[src/rtl/bounce_pattern_gen_if.sv]
// Control and pattern bundle for bounce_pattern_gen.
// master drives enable/mode/period; slave returns the pattern outputs.
interface bounce_pattern_gen_if #(
   parameter int WIDTH     = 10,
   parameter int DIV_WIDTH = 24
);
   logic                 enable;
   logic [1:0]           mode;
   logic [DIV_WIDTH-1:0] period;
   logic [WIDTH-1:0]     pattern;
   logic                 step;
   logic                 at_edge;
   logic                 direction;

   modport master (
      output enable, mode, period,
      input  pattern, step, at_edge, direction
   );

   modport slave (
      input  enable, mode, period,
      output pattern, step, at_edge, direction
   );
endinterface

[src/rtl/bounce_pattern_gen.sv]
// Bouncing LED/bus pattern generator: MIRROR, SCAN and FILL sweeps
// with a programmable prescaler, pause and mode-change restart.
module bounce_pattern_gen #(
   parameter int WIDTH     = 10,
   parameter int DIV_WIDTH = 24
) (
   input logic                 clock,
   input logic                 reset,
   bounce_pattern_gen_if.slave bus
);
   localparam int HALF = WIDTH / 2;
   localparam int PW   = $clog2(WIDTH);

   typedef enum logic {
      OUT = 1'b0,
      IN  = 1'b1
   } dir_e;

   function automatic logic [PW-1:0] pos_max_of(input logic [1:0] m);
      return (m == 2'b01) ? PW'(WIDTH - 1) : PW'(HALF - 1);
   endfunction

   function automatic logic [WIDTH-1:0] enc(input logic [1:0] m,
                                             input logic [PW-1:0] p);
      logic [WIDTH-1:0] r;
      int lo;
      int hi;
      lo = HALF - 1 - int'(p);
      hi = HALF + int'(p);
      r  = '0;
      for (int i = 0; i < WIDTH; i++) begin
         case (m)
            2'b01:   r[i] = (i == int'(p));
            2'b10:   r[i] = (i >= lo) && (i <= hi);
            default: r[i] = (i == lo) || (i == hi);
         endcase
      end
      return r;
   endfunction

   logic [1:0]           mode_q, mode_d;
   logic [PW-1:0]        pos_q, pos_d;
   dir_e                 dir_q, dir_d;
   logic [DIV_WIDTH-1:0] cnt_q, cnt_d;
   logic [WIDTH-1:0]     pattern_q, pattern_d;
   logic                 step_q, step_d;
   logic                 at_edge_q, at_edge_d;
   logic [PW-1:0]        pmax;

   always_ff @(posedge clock or posedge reset) begin
      if (reset) begin
         mode_q    <= 2'b00;
         pos_q     <= '0;
         dir_q     <= OUT;
         cnt_q     <= '0;
         pattern_q <= enc(2'b00, '0);
         step_q    <= 1'b0;
         at_edge_q <= 1'b0;
      end else begin
         mode_q    <= mode_d;
         pos_q     <= pos_d;
         dir_q     <= dir_d;
         cnt_q     <= cnt_d;
         pattern_q <= pattern_d;
         step_q    <= step_d;
         at_edge_q <= at_edge_d;
      end
   end

   always_comb begin
      mode_d    = mode_q;
      pos_d     = pos_q;
      dir_d     = dir_q;
      cnt_d     = cnt_q;
      pattern_d = pattern_q;
      step_d    = 1'b0;
      pmax      = pos_max_of(mode_q);
      if (bus.mode != mode_q) begin
         mode_d    = bus.mode;
         pos_d     = '0;
         dir_d     = OUT;
         cnt_d     = '0;
         pattern_d = enc(bus.mode, '0);
      end else if (bus.enable) begin
         // >= so a period lowered below the running count fires at once
         if (cnt_q >= bus.period) begin
            cnt_d  = '0;
            step_d = 1'b1;
            unique case (dir_q)
               OUT: begin
                  if (pos_q < pmax) begin
                     pos_d = pos_q + PW'(1);
                  end else begin
                     dir_d = IN;
                     pos_d = pos_q - PW'(1);
                  end
               end
               IN: begin
                  if (pos_q != '0) begin
                     pos_d = pos_q - PW'(1);
                  end else begin
                     dir_d = OUT;
                     pos_d = PW'(1);
                  end
               end
            endcase
            pattern_d = enc(mode_q, pos_d);
         end else begin
            cnt_d = cnt_q + DIV_WIDTH'(1);
         end
      end
      at_edge_d = (pos_d == pos_max_of(mode_d));
   end

   assign bus.pattern   = pattern_q;
   assign bus.step      = step_q;
   assign bus.at_edge   = at_edge_q;
   assign bus.direction = dir_q;
endmodule
[src/flat_wrapper.sv]
// flat-port wrapper written by rule: the top's interface ports become plain ports
module bounce_pattern_gen_flat 
#(
   parameter int WIDTH     = 10,
   parameter int DIV_WIDTH = 24
)
  (clock, reset, bus_enable, bus_mode, bus_period, bus_pattern, bus_step, bus_at_edge, bus_direction);
  bounce_pattern_gen_if #(.WIDTH(WIDTH), .DIV_WIDTH(DIV_WIDTH)) bus_i ();
  input logic clock;
  input logic reset;
  input wire logic [$bits(bus_i.enable)-1:0] bus_enable;
  input wire logic [$bits(bus_i.mode)-1:0] bus_mode;
  input wire logic [$bits(bus_i.period)-1:0] bus_period;
  output wire logic [$bits(bus_i.pattern)-1:0] bus_pattern;
  output wire logic [$bits(bus_i.step)-1:0] bus_step;
  output wire logic [$bits(bus_i.at_edge)-1:0] bus_at_edge;
  output wire logic [$bits(bus_i.direction)-1:0] bus_direction;
  assign bus_i.enable = bus_enable;
  assign bus_i.mode = bus_mode;
  assign bus_i.period = bus_period;
  assign bus_pattern = bus_i.pattern;
  assign bus_step = bus_i.step;
  assign bus_at_edge = bus_i.at_edge;
  assign bus_direction = bus_i.direction;
  bounce_pattern_gen #(.WIDTH(WIDTH), .DIV_WIDTH(DIV_WIDTH)) u_core (.clock(clock), .reset(reset), .bus(bus_i));
endmodule
[config.mk]
export PLATFORM = sky130hd
export DESIGN_NAME = bounce_pattern_gen_flat
export DESIGN_NICKNAME = d
export VERILOG_FILES = /design/src/rtl/bounce_pattern_gen_if.sv /design/src/rtl/bounce_pattern_gen.sv /design/src/flat_wrapper.sv
export SDC_FILE = /design/constraint.sdc
export NUM_CORES = 1
export LEC_CHECK = 0
export ABC_AREA = 1
export CORE_ASPECT_RATIO = 1.75
export CORE_MARGIN = 5
export CORE_UTILIZATION = 57
export DETAILED_ROUTE_END_ITERATION = 7
export GPL_ROUTABILITY_DRIVEN = 0
export PLACE_DENSITY = 0.81
export SYNTH_ARGS = -nofsm -noshare
export SYNTH_HDL_FRONTEND = slang
export SYNTH_SLANG_ARGS = --single-unit
[constraint.sdc]
create_clock -name clock -period 3.7 [get_ports clock]
set_input_delay 0.74 -clock clock [delete_from_list [all_inputs] [get_ports clock]]
set_output_delay 0.74 -clock clock [all_outputs]
set_load 0.03 [all_outputs]
# After elaboration in Yosys (flattened, before gate mapping)
# Cells that the tools add are included.
# word_totals
reg_bits,43
in_bits,29
out_inout_bits,13
elab_cells,134
# classes
addsub,5
n_lt_le_gt_ge,22
n_eq_ne,33
mux,39
bitwise_logic,1
n_reduce_logical,27
# ops
cell,count
$eq A4 B32 Y1 const A,8
$eq A3 B32 Y1 const A,4
$eq A5 B32 Y1 const A,4
$ge A4 B32 Y1 const A,4
$le A4 B32 Y1 const A,4
$mux W24,3
$eq A2 B32 Y1 const A,2
$ge A3 B32 Y1 const A,2
$ge A5 B32 Y1 const A,2
$le A3 B32 Y1 const A,2
$le A5 B32 Y1 const A,2
$logic_not A32 Y1,2
$mux W4,10
$ge A1 B32 Y1 const A,1
$ge A2 B32 Y1 const A,1
$le A1 B32 Y1 const A,1
$le A2 B32 Y1 const A,1
$mux W10,3
$add A24 B1 Y24 const B,1
$eq A4 B4 Y1 const A,6
$ge A24 B24 Y1,1
$pmux W1 S2,11
$logic_and A1 B1 Y1,10
$logic_or A1 B1 Y1,10
19 further kinds,32

# Depth between registers and ports, before layout
# logic_depth
ltp_word,15
mapped_depth,24
depth_no_buf,22

# Worst setup path after synthesis
# OpenSTA, ideal clock, no wires.
# synth_timing
path_kind,reg-to-reg
from,reg u_core.mode_q[1]
to,"reg u_core.pattern_q[1], in the netlist u_core.bus.pattern[1]"
setup_time_ns,0.065
t_arrival_ns,2.810
t_required_ns,3.635
slack_ns,0.825
stages_incl_launch_ff,25
path_buffers,2
synth_period_minus_slack_ns,2.875
cell_sequence,dfrtp_1 inv_1 ha_1 buf_6 inv_1 ha_1 nand3_1 nand2_1 inv_2 nand3_2 nand2_1 nand2_1 inv_2 ha_1 clkbuf_1 inv_1 nand2_1 nand2_1 nor2_1 nand3_1 nand2_1 nand3_1 nand3_1 nand2_1 nand2_1
# synth_between
elab_chain_len,15
elab_cells_between_ends,26
cone_classes,2 x add/sub; 3 x order compare; 6 x eq/ne; 10 x mux; 5 x reduce/logical
# synth_lines
element,line_no,rtl
from (decl),bounce_pattern_gen.sv:41,"logic [1:0] mode_q, mode_d;"
from (signal assigned),bounce_pattern_gen.sv:60,mode_q <= mode_d;
$eq A2 B1 Y1,"bounce_pattern_gen.sv:20, bounce_pattern_gen.sv:32",
$mux W4,bounce_pattern_gen.sv:20,return (m == 2'b01) ? PW'(WIDTH - 1) : PW'(HALF - 1);
$lt A4 B4 Y1,bounce_pattern_gen.sv:91,if (pos_q < pmax) begin
$mux W4,bounce_pattern_gen.sv:91,
$pmux W4 S2,bounce_pattern_gen.sv:89,unique case (dir_q)
$mux W4,bounce_pattern_gen.sv:86,if (cnt_q >= bus.period) begin
$mux W4,bounce_pattern_gen.sv:84,end else if (bus.enable) begin
$mux W4,bounce_pattern_gen.sv:78,if (bus.mode != mode_q) begin
$sub A3 B4 Y5 / $add A3 B4 Y5 (equally long branches),"bounce_pattern_gen.sv:28, bounce_pattern_gen.sv:29",
"$ge A2 B32 Y1, or another cell as far along",bounce_pattern_gen.sv:34,2'b10: r[i] = (i >= lo) && (i <= hi);
$logic_and A1 B1 Y1 / $logic_or A1 B1 Y1 (equally long branches),"bounce_pattern_gen.sv:34, bounce_pattern_gen.sv:35",
$pmux W1 S2,bounce_pattern_gen.sv:32,case (m)
$mux W10,bounce_pattern_gen.sv:86,
$mux W10,bounce_pattern_gen.sv:84,
$mux W10,bounce_pattern_gen.sv:78,
to (signal assigned),bounce_pattern_gen.sv:56,"pattern_q <= enc(2'b00, '0);"
to (signal assigned),bounce_pattern_gen.sv:64,pattern_q <= pattern_d;
to (decl),bounce_pattern_gen.sv:45,"logic [WIDTH-1:0] pattern_q, pattern_d;"
# Several ways; a longest one is shown, not always the timed one. The select of a mux whose other input is x is not followed.
# A chain may end at the register's enable or synchronous reset.

# Final worst setup path
# Same ends and word-level chain as after synthesis.

==> flow_summary.ini <==
[clock_tree]
cts_hold_buf = 0
clock_sinks = 43
post_cts_buffers = 0
insertion_delay_ns = 0.29
cts_tree = done
clock-root-buffer = clkbuf_16
cts_resized = 0
cts_buffers = 5
htreeDepth = 2
clkSlewWorstSetupHoldPaths_ns = 0.06
clock_path_buffers = 2

[drt]
vias_per_cell = 5.62
met1_length_mm = 3.51
drc = 0
drtIter0Drc = 194
top_layer_used = met4
routedWlPerCell_um = 14.7
antenna_left = 0
via_count = 3678
drt-total-wl_mm = 9.62
dr.pass1.iters = 4
met3WireLength_um = 295
detailroute.wirelength.met2_mm = 5.39

[floorplan]
start_util_pct = 57.8
die_h_um = 117
rows = 39
coreArea_um2 = 6440
die-width_um = 71.1
die-area_um2 = 8310
num_io_pins = 42

[setup_path]
path_cells = inv_1, ha_1, inv_1, ha_1, nand3_1, nand2_1, inv_2, nand3_2, nand2_1, nand2_1, inv_2, ha_1, buf_4, nand2_1, nand2_1, nor2_2, nand3_1, nand2_1, nand3_1, nand3_1, nand2_1, nand2_1
critPathMaxFanout = 6
regToRegSetupSlack_ns = 0.60
r2r-end = u_core.bus.pattern[1]
cp_slowest_stage_delay_ns = 0.41
crit_slowest_cell = dfrtp_1
crit_path_end_kind = register
critPathTopFamily = simple AND/OR/NAND/NOR gates
r2r_cells = 22
r2r_start = u_core.mode_q[1]
cp.required_ns = 3.93
start_kind = register
crit_arrival_ns = 3.33
worst-path-buf-inv = 5
critPathKind = register to register
path_common_cell = nand2_1

[sta]
setup_viol = 0
period_share_pct = 83.8
max_slew_margin_pct = 59.1
slew_viol_final = 0
finalHoldViolations = 0
tightest_slew_ns = 0.608
fmax_mhz = 323
fin_crit_ns = 3.10
tns_ns = 0
whs_ns = 0.479
skew_ns = 0.00625
rsz0062_at_grt = false

[grt]
grt_usage_pct = 24.6
grt_overflow_total = 0
grt_first_pass_wirelength_mm = 16.4
grt_pass1_vias = 3793
grt_max_degree = 44
antenna_found_initial = 0

[synthesis]
yosys_warnings = 0
synth_flop_cell = dfrtp_1
synth_edf_count = 0
netlist_area_um2 = 3720
syn_inst = 531
avgSynthCellArea_um2 = 7.01
synthArstFlopShare_pct = 100
synthDistinctLibCells = 41
yosysSeqAreaShare_pct = 29.0
synth_seq_cells = 43
synth_fp_nets = 598

[final_layout]
syn_to_final_growth_pct = 17.5
drive_above_1_share_pct = 9.60
mostFrequentLayoutCells = nand2_1 (113), inv_1 (73), nor2_1 (51)
nNetsFinal = 639
num_antenna_cells = 0
final_common_cell = nand2_1

[power_and_ir_drop]
p_comb_share_pct = 19.8
power_frac_clock_pct = 40.7
p_per_area_nw_per_um2 = 289
vdd_ir_drop_max_uv = 183
power_switching_mw = 0.345
intPower_mw = 0.920
power_mw = 1.26
pwr-share-seq_pct = 39.5
p_leak_nw = 2.15
switching_share_pct = 27.3

[job]
drv_cap = 0

[worst_hold_path]
min_path_type = register to register
min_to = u_core.bus.pattern[2]
holdPathStages = 2
min_from = u_core.bus.pattern[2]

[place]
dp_hpwl_mm = 7.68
port_buffers = 41

[outcome]
status = finished, final reports clean
[synth_stat cells, types with 2 or more instances]
library cell	n	area, µm²
nand2_1	113	424
inv_1	74	278
nor2_1	51	191
nand3_1	48	240
dfrtp_1	41	1030
ha_1	38	475
a21oi_1	34	170
nand4_1	16	100
nor3_1	16	80.1
nand2_2	11	68.8
o21ai_0	11	55.1
inv_2	8	30.0
xor2_1	8	70.1
clkbuf_1	6	22.5
nor2_2	5	31.3
o21ai_1	5	25.0
nor2_4	4	45.0
xnor2_1	4	35.0
buf_6	3	33.8
nand3_2	3	30.0
o22ai_1	3	18.8
a21oi_2	2	17.5
a31oi_1	2	12.5
buf_2	2	10.0
clkinv_1	2	7.51
dfstp_2	2	52.6
nor3b_1	2	15.0
o211ai_1	2	15.0
o21a_1	2	15.0
or2_2	2	12.5
[flip-flops by register name (all words and copies together) (netlist names)]
signal	cells
u_core.cnt_q	24
u_core.bus.pattern	10
u_core.mode_q	2
u_core.pos_q	4
u_core.bus.step	1
u_core.bus.at_edge	1
u_core.bus.direction	1
[worst max-delay path by stage]
stage	startpoint	endpoint	slack, ns	depth (start not counted)
after floorplan	u_core.mode_q[1]	u_core.bus.pattern[1]	0.82	24
after global placement	bus_period[17]	u_core.bus.at_edge	0.45	19
after detailed placement	bus_period[17]	u_core.bus.at_edge	0.32	19
after CTS	bus_period[17]	u_core.bus.at_edge	0.59	19
after global routing	bus_period[17]	u_core.bus.at_edge	0.29	19
final	u_core.mode_q[1]	u_core.bus.pattern[1]	0.60	22
[through the flow]
stage               setup WS (ns)  std cells  util, %  area (µm²)
finish                      0.600        655     67.9        4370
global placement            0.454        647     65.2        4200
floorplan                   0.825        531        -        3720
CTS                         0.594        655     67.9        4370
global route                0.292        655     67.9        4370
detailed placement          0.324        647     65.2        4200
[cell families after synthesis]
group                      after synthesis  share of synthesized area (%)
AOI/OAI and AO/OA                       67                           10.4
xor gates and xnor gates                12                           2.82
and+or+nand+nor                        275                           34.5
DFF                                     43                           29.0
buffers and inverters                   96                           10.5
adders and majority gates               38                           12.8
[cell type report]
type | count | area, µm²
tap | 82 | 103
inverter | 84 | 315
clock inverter | 2 | 35.0
sequential | 43 | 1080
clock buffer | 6 | 139
multi-input combinational | 392 | 2250
fill | 567 | 2070
timing repair buffer | 46 | 448
[per-layer routing]
layer  track usage, %  vias to the layer above
met5                0                        -
met4             15.1                        0
met3             2.82                       36
met2             48.4                      104
met1             24.0                     1718
li1                 -                     1820
[power by group through the flow]
| stage | sequential, mW | combinational, mW | clock [mW] |
|---|---|---|---|
| floorplan | 0.518 | 0.152 | 0 |
| global placement | 0.508 | 0.241 | 0 |
| detailed placement | 0.508 | 0.248 | 0 |
| CTS | 0.500 | 0.251 | 0.518 |
| global route | 0.501 | 0.280 | 0.536 |
| finish | 0.500 | 0.251 | 0.514 |
[worst min-delay path, stage by stage, from the launching register on]
cell	delay [ns]
dfrtp_1	0.34
nand2_1	0.05
nand2_1	0.06
No activity file was read; power rests on OpenSTA's default activity.
